`config.mk`:
```
export PLATFORM = sky130hd
export DESIGN_NAME = period_counter
export DESIGN_NICKNAME = d
export VERILOG_FILES = /design/src/rtl/period_counter_pkg.sv /design/src/rtl/sync_edge_detect.sv /design/src/rtl/period_counter.sv
export SDC_FILE = /design/constraint.sdc
export NUM_CORES = 1
export LEC_CHECK = 0
export ABC_AREA = 1
export CORE_ASPECT_RATIO = 1.2
export CORE_UTILIZATION = 55
export CTS_CLUSTER_DIAMETER = 40
export DETAILED_ROUTE_END_ITERATION = 8
export PLACE_DENSITY_LB_ADDON = 0.12
export SETUP_SLACK_MARGIN = 0.2
export SYNTH_ARGS = -nofsm -noshare
export SYNTH_HDL_FRONTEND = slang
export SYNTH_SLANG_ARGS = --single-unit
```
`constraint.sdc`:
```
create_clock -name clock -period 2.14 [get_ports clock]
set_input_delay 0.321 -clock clock [delete_from_list [all_inputs] [get_ports clock]]
set_output_delay 0.321 -clock clock [all_outputs]
set_load 0.01 [all_outputs]
```
`src/rtl/period_counter_pkg.sv`:
```
// Shared types and constants for the period counter time base.
package period_counter_pkg;

  localparam int DEFAULT_WIDTH  = 16;
  localparam int DEFAULT_CWIDTH = 16;

  // A num_periods value of CONTINUOUS means "run until stopped".
  localparam int CONTINUOUS = 0;

  typedef enum logic {
    IDLE = 1'b0,
    RUN  = 1'b1
  } state_t;

endpackage

```
`src/rtl/sync_edge_detect.sv`:
```
// Two-flop synchronizer followed by a registered rising-edge detector.
// Turns an asynchronous level into a single-cycle pulse in the clock domain.
module sync_edge_detect (
  input  logic clock,
  input  logic reset_n,
  input  logic async_i,
  output logic pulse_o
);

  logic sync1_q;
  logic sync2_q;
  logic prev_q;
  logic pulse_q;
  logic pulse_d;

  assign pulse_d = sync2_q & ~prev_q;

  // Synchronize the async input, remember its last value and register the edge pulse.
  always_ff @(posedge clock or negedge reset_n) begin
    if (!reset_n) begin
      sync1_q <= 1'b0;
      sync2_q <= 1'b0;
      prev_q  <= 1'b0;
      pulse_q <= 1'b0;
    end else begin
      sync1_q <= async_i;
      sync2_q <= sync1_q;
      prev_q  <= sync2_q;
      pulse_q <= pulse_d;
    end
  end

  assign pulse_o = pulse_q;

endmodule

```
`src/rtl/period_counter.sv`:
```
// Programmable period counter producing the time base for the comparator stage.
// Runs a burst of num_periods periods (0 = continuous) of period+1 cycles each,
// with a wrap strobe per period and a done strobe on natural burst completion.
// Optional feature macro PERIOD_COUNTER_EXT_TRIG_EN adds an asynchronous ext_trig
// launch input that is synchronized, edge-detected and ORed with start.
module period_counter
  import period_counter_pkg::*;
#(
  parameter int WIDTH  = DEFAULT_WIDTH,
  parameter int CWIDTH = DEFAULT_CWIDTH
) (
  input  logic              clock,
  input  logic              reset_n,
  input  logic              start,
  input  logic              stop,
`ifdef PERIOD_COUNTER_EXT_TRIG_EN
  input  logic              ext_trig,
`endif
  input  logic [WIDTH-1:0]  period,
  input  logic [CWIDTH-1:0] num_periods,
  output logic [WIDTH-1:0]  count,
  output logic              running,
  output logic              wrap,
  output logic              done,
  output logic [CWIDTH-1:0] periods_done
);

  logic              launchReq;

`ifdef PERIOD_COUNTER_EXT_TRIG_EN
  logic              trigPulse;

  sync_edge_detect uSyncEdge (
    .clock   (clock),
    .reset_n (reset_n),
    .async_i (ext_trig),
    .pulse_o (trigPulse)
  );

  assign launchReq = start | trigPulse;
`else
  assign launchReq = start;
`endif

  logic              startIn_q;
  logic              stopIn_q;
  logic [WIDTH-1:0]  periodIn_q;
  logic [CWIDTH-1:0] numIn_q;

  state_t            state_q,       state_d;
  logic [WIDTH-1:0]  count_q,       count_d;
  logic              wrap_q,        wrap_d;
  logic              done_q,        done_d;
  logic [CWIDTH-1:0] periodsDone_q, periodsDone_d;
  logic [WIDTH-1:0]  period_q,      period_d;
  logic [CWIDTH-1:0] num_q,         num_d;

  logic [WIDTH-1:0]  countInc;
  logic              isWrap;
  logic              isLast;
  logic              launch;

  assign countInc = count_q + WIDTH'(1);
  assign isWrap   = (count_q == period_q);
  assign isLast   = (num_q != CWIDTH'(CONTINUOUS)) &&
                    (periodsDone_q == (num_q - CWIDTH'(1)));
  assign launch   = startIn_q & ~stopIn_q;

  // Register the launch controls and settings so a start seen at one edge acts at the next.
  always_ff @(posedge clock or negedge reset_n) begin
    if (!reset_n) begin
      startIn_q  <= 1'b0;
      stopIn_q   <= 1'b0;
      periodIn_q <= '0;
      numIn_q    <= '0;
    end else begin
      startIn_q  <= launchReq;
      stopIn_q   <= stop;
      periodIn_q <= period;
      numIn_q    <= num_periods;
    end
  end

  // Next-state logic: launch from IDLE, count and wrap in RUN, finish on stop or last period.
  always_comb begin
    state_d       = state_q;
    count_d       = count_q;
    wrap_d        = 1'b0;
    done_d        = 1'b0;
    periodsDone_d = periodsDone_q;
    period_d      = period_q;
    num_d         = num_q;

    case (state_q)
      IDLE: begin
        count_d = '0;
        if (launch) begin
          state_d       = RUN;
          period_d      = periodIn_q;
          num_d         = numIn_q;
          periodsDone_d = '0;
          wrap_d        = (periodIn_q == '0);
        end
      end

      RUN: begin
        if (stop) begin
          state_d = IDLE;
          count_d = '0;
        end else if (isWrap) begin
          count_d = '0;
          if (periodsDone_q != '1) begin
            periodsDone_d = periodsDone_q + CWIDTH'(1);
          end
          if (isLast) begin
            state_d = IDLE;
            done_d  = 1'b1;
          end else begin
            wrap_d = (period_q == '0);
          end
        end else begin
          count_d = countInc;
          wrap_d  = (countInc == period_q);
        end
      end

      default: begin
        state_d = IDLE;
        count_d = '0;
      end
    endcase
  end

  // State and output registers.
  always_ff @(posedge clock or negedge reset_n) begin
    if (!reset_n) begin
      state_q       <= IDLE;
      count_q       <= '0;
      wrap_q        <= 1'b0;
      done_q        <= 1'b0;
      periodsDone_q <= '0;
      period_q      <= '0;
      num_q         <= '0;
    end else begin
      state_q       <= state_d;
      count_q       <= count_d;
      wrap_q        <= wrap_d;
      done_q        <= done_d;
      periodsDone_q <= periodsDone_d;
      period_q      <= period_d;
      num_q         <= num_d;
    end
  end

  assign count        = count_q;
  assign running      = (state_q == RUN);
  assign wrap         = wrap_q;
  assign done         = done_q;
  assign periods_done = periodsDone_q;

endmodule

```
Word-level counts from Yosys, hierarchy flattened
Index checks and enable logic that the tools add are counted.
Cells by class
  $add $sub $neg: 3
  multiply operators: 0
  divide/modulo/power cells: 0
  $lt $le $gt $ge: 0
  equality and inequality tests: 8
  shift-type cells: 0
  muxes and demuxes: 22
  bitwise logic cells: 3
  reductions and logical operators: 6
Operators with widths (count)
  $mux 16: 6
  $pmux 16 s2: 2
  $eq 16x16->1: 3
  $add 16x1->16 const B: 2
  $logic_not 16->1: 2
  $ne 16x16->1 const B: 1
  $reduce_bool 16->1: 1
  $sub 16x1->16 const B: 1
  $mux 1: 12
  $ne 2x1->1 const B: 2
  $ne 2x2->1 const B: 2
  $pmux 1 s2: 2
  $reduce_and 4->1: 1
  $not 1->1: 2
  $reduce_and 2->1: 1
  $and 1x1->1: 1
  $logic_and 1x1->1: 1
Word-level totals
  register bits after elaboration: 101
  latch bits: 0
  bits in writable memories: 0
  ROM bits: 0
  bits of input ports: 36
  output and inout port bits: 35
  word-level logic and storage cells: 53
  memories kept: 0

Logic depth before layout (Yosys ltp)
  depth in word-level cells: 7
  depth in mapped cells: 15
  mapped depth without buffers: 15

Least setup slack after synthesis
No wires, ideal clock.
  path type: register -> register
  start point: register periodsDone_q[0], in the netlist periods_done[0]
  end point: register periodsDone_q[4], in the netlist periods_done[4]
  setup time: 0.128 ns
  arrival time: 1.678 ns
  required time: 2.012 ns
  slack: 0.334 ns
  stages on the path, launching flop included: 10
  path buffers: 1
  cells stage by stage: dfrtp_1 > ha_1 > nand2_1 > nor3_1 > a31oi_1 > nand2_2 > nand2_4 > buf_4 > nand4_1 > o21ai_0
On the way
  longest elaborated chain between the ends: 5
  elaborated cells on any way between the ends: 8
  those cells by class: 1 x add/sub; 2 x eq/ne; 4 x mux; 1 x reduce/logical
RTL lines
  start: declaration: line period_counter.sv:54  | logic [CWIDTH-1:0] periodsDone_q, periodsDone_d;
  start signal: assignment: line period_counter.sv:149  | periodsDone_q <= periodsDone_d;
  $add 16x1->16: line period_counter.sv:113  | periodsDone_d = periodsDone_q + CWIDTH'(1);
  $mux 16: line period_counter.sv:112  | if (periodsDone_q != '1) begin
  $mux 16: line period_counter.sv:110  | end else if (isWrap) begin
  $mux 16: line period_counter.sv:107  | if (stop) begin
  $pmux 16 s2: line period_counter.sv:94  | case (state_q)
Parallel ways exist; a longest one is shown, timed or not. The select of a mux whose other input is x is not followed.
A chain may end at the register's enable or synchronous reset.

Final worst setup path
  start point: register count_q[11], in the netlist count[11]
  end point: register count_q[5], in the netlist count[5]
On the way
  longest elaborated chain between the ends: 4
RTL lines
  start: declaration: line period_counter.sv:51  | logic [WIDTH-1:0] count_q, count_d;
  start signal: assignment: line period_counter.sv:146  | count_q <= count_d;
  $eq 16x16->1: line period_counter.sv:64  | assign isWrap = (count_q == period_q);
  $mux 16: line period_counter.sv:110
  $mux 16: line period_counter.sv:107
  $pmux 16 s2: line period_counter.sv:94
  net count_d[5]: line period_counter.sv:51
The timed path passes the listed nets, and every way through them passes these cells.

==> results.cfg <==
[sta]
skew_ns = 0.00600
finalMaxSlewViolations = 0
setup_ws_ns = 0.234
hold_viol_final = 0
fmax_mhz = 525
tns_ns = 0
min_period_ns = 1.91
grt_setup_unrepaired = yes
tightest_slew_ns = 0.534
slew_headroom_pct = 64.1
setup_viol = 0
post-route-period-util_pct = 89.0

[clock_tree]
cts-root-buf = clkbuf_16
cts_buffer_depth = 2
htree_levels = 3
cts_sinks = 101
path_clk_slew_ns = 0.07
worstSkewPairLatency_ns = 0.34
cts_tree = yes
cts_inserted_buffers = 9

[layout]
fill_cells = 704
mostFrequentLayoutCells = 199 x nand2_1, 88 x dfrtp_1, 69 x clkdlybuf4s50_1
antenna_cells = 0
layout-drive-gt1-share_pct = 16.2
layout.nets = 823
final_common_cell = nand2_1
synthToLayoutAreaGrowth_pct = 30.6

[synth]
netlist_instances = 686
synth-seq-cells = 101
ys_types = 37
yosysWarnings = 0
syn_nets = 726
syn-cell-area_um2 = 5340
ys_seq_area_share_pct = 47.3
post_synth.cell_area_avg_um2 = 7.78

[power_and_ir_drop]
pwr-share-clk_pct = 32.8
switching_power_mw = 1.53
p_leak_nw = 3.15
p_int_mw = 3.44
ir_drop_uv = 417
pwr-share-seq_pct = 45.2
swShare_pct = 30.8
power_density_nw_per_um2 = 713
comb_power_share_pct = 22.0

[setup_path]
path_class = flip-flop to flip-flop
end_kind = flip-flop
crit_required_ns = 2.37
worstSetupStartpointType = flip-flop
arrival_ns = 2.14
cp_max_fo = 8

[global_route]
grt_max_degree = 62
grt_usage_pct = 29.9
grt_first_pass_wirelength_um = 22800
grt_pass1_vias = 4798
antenna_found_initial = 0
grt_overflow = 0

[route]
drc = 0
wl_per_cell_um = 16.3
wirelength_um = 14800
vias = 5038
drt_iter0_markers = 267
vias_per_cell = 5.53
ant_nets = 0
dr.pass1.iters = 6

[placement]
place.gp.congestion = 0.939
place_ws_ns = 0.0809
place_hpwl_um = 10700
io_buffers = 70

[floorplan]
fp.dieW_um = 92.0
dieHeight_um = 110
core_um2 = 9470
num_rows = 39
die_area_um2 = 10100
io_pins = 71
start_util_pct = 56.4

[flow_run]
cap_violations = 0

[worst_hold_path]
holdCritPathClass = primary input to async pin

[run_status]
status = finished clean
==> area by class of cell <==
class,instances,area [um^2],area share (%)
Clock buffer,12,246,3.54
Multi-Input combinational cell,498,2730,39.2
Timing Repair Buffer,97,961,13.8
Tap cell,123,154,2.21
Clock inverter,4,47.5,0.682
Sequential cell,101,2540,36.5
Inverter,76,288,4.13
==> worst paths after layout <==
| check | startpoint | end | slack, ns | cells after the start |
|---|---|---|---|---|
| setup / recovery | count[11] | count[5] | 0.23 | 9 |
| hold / removal | reset_n | numIn_q[7] | 0.39 | 2 |
| setup reg to reg | count[11] | count[5] | 0.23 | 9 |
| hold reg to reg | numIn_q[5] | num_q[5] | 0.45 | 2 |
| max in group asynchronous | reset_n | count[0] | 1.13 | 3 |
| min in group clock | num_periods[6] | numIn_q[6] | 0.41 | 1 |
==> power groups by stage <==
stage               combinational, mW  clock [mW]  sequential (mW)
finish                           1.09        1.63             2.25
global route                     1.22        1.74             2.26
CTS                             0.973        1.66             2.21
detailed placement              0.955           0             2.25
global placement                0.941           0             2.25
floorplan                       0.649           0             2.21
==> kinds of logic (layout without fill, tap and decap cells) <==
| family | after synthesis | in the layout | share of synthesized area, % |
|---|---|---|---|
| AO/OA/AOI/OAI | 61 | 61 | 6.68 |
| XOR/XNOR | 35 | 35 | 6.26 |
| adder cells (fa/ha/maj) | 4 | 4 | 0.937 |
| buffers and inverters | 87 | 189 | 6.56 |
| flip-flops | 101 | 101 | 47.3 |
| multiplexers | 1 | 1 | 0.187 |
| AND/OR/NAND/NOR | 397 | 397 | 32.1 |
==> through the flow <==
stage                     hold slack, ns  power [mW]  area, um^2  std cells  util [%]
final                              0.385        4.97        6970        911      73.6
after global routing               0.395        5.22        6970        911      73.6
after CTS                          0.383        4.85        6590        900      69.6
after detailed placement           0.209        3.20        6260        881      66.1
after global placement             0.203        3.19        6260        881      66.1
after floorplan                   0.0254        2.86        5340        686         -
==> critical path, stage by stage, from the launching register on <==
cell and delay (ns):
dfrtp_1 0.51, xor2_2 0.27, nor2_1 0.08, nand4_1 0.15
nor2_4 0.08, buf_6 0.12, inv_1 0.11, nand2_4 0.09
buf_12 0.16, a211oi_1 0.22
==> metal layers <==
metal	global-route usage (%)	up-vias	routed length, um
met3	4.63	53	854
met1	34.6	2369	5750
li1	-	2384	-
met4	14.2	0	629
met5	0	-	0
met2	54.5	232	7590
==> flip-flops by register name (all words and copies together) (netlist names) <==
signal        count
count            16
done              1
numIn_q          16
num_q            16
periodIn_q       16
period_q         16
periods_done     16
running           1
startIn_q         1
stopIn_q          1
wrap              1
==> what timing repair did <==
action / CTS / global route
resized for setup: 6 / 87
setup endpoints to repair: 5 / 21
pin swaps: 1 / 14
hold endpoints to repair: 15 / 0
setup buffers: 2 / 10
hold buffers: 1 / 0
cloned: 0 / 1
==> synthesized netlist by cell type, drive strengths merged <==
cell type	n	area [um^2]
o21ai	33	165
nor4	9	56.3
buf	5	40.0
a211oi	1	7.51
nand4	15	93.8
xnor2	9	78.8
nand2	214	821
a21oi	14	70.1
and2	1	6.26
nor2	95	387
o211a	1	10.0
clkbuf	6	22.5
o31ai	8	75.1
xor2	24	210
nand3b	8	60.1
ha	4	50.1
xnor3	2	45.0
mux2i	1	10.0
inv	76	288
o21bai	1	7.51
nand3	42	215
nor3b	1	7.51
a31oi	2	12.5
a41oi	1	8.76
nor3	12	65.1
dfrtp	101	2530
Power figures use the tool's default switching activity.
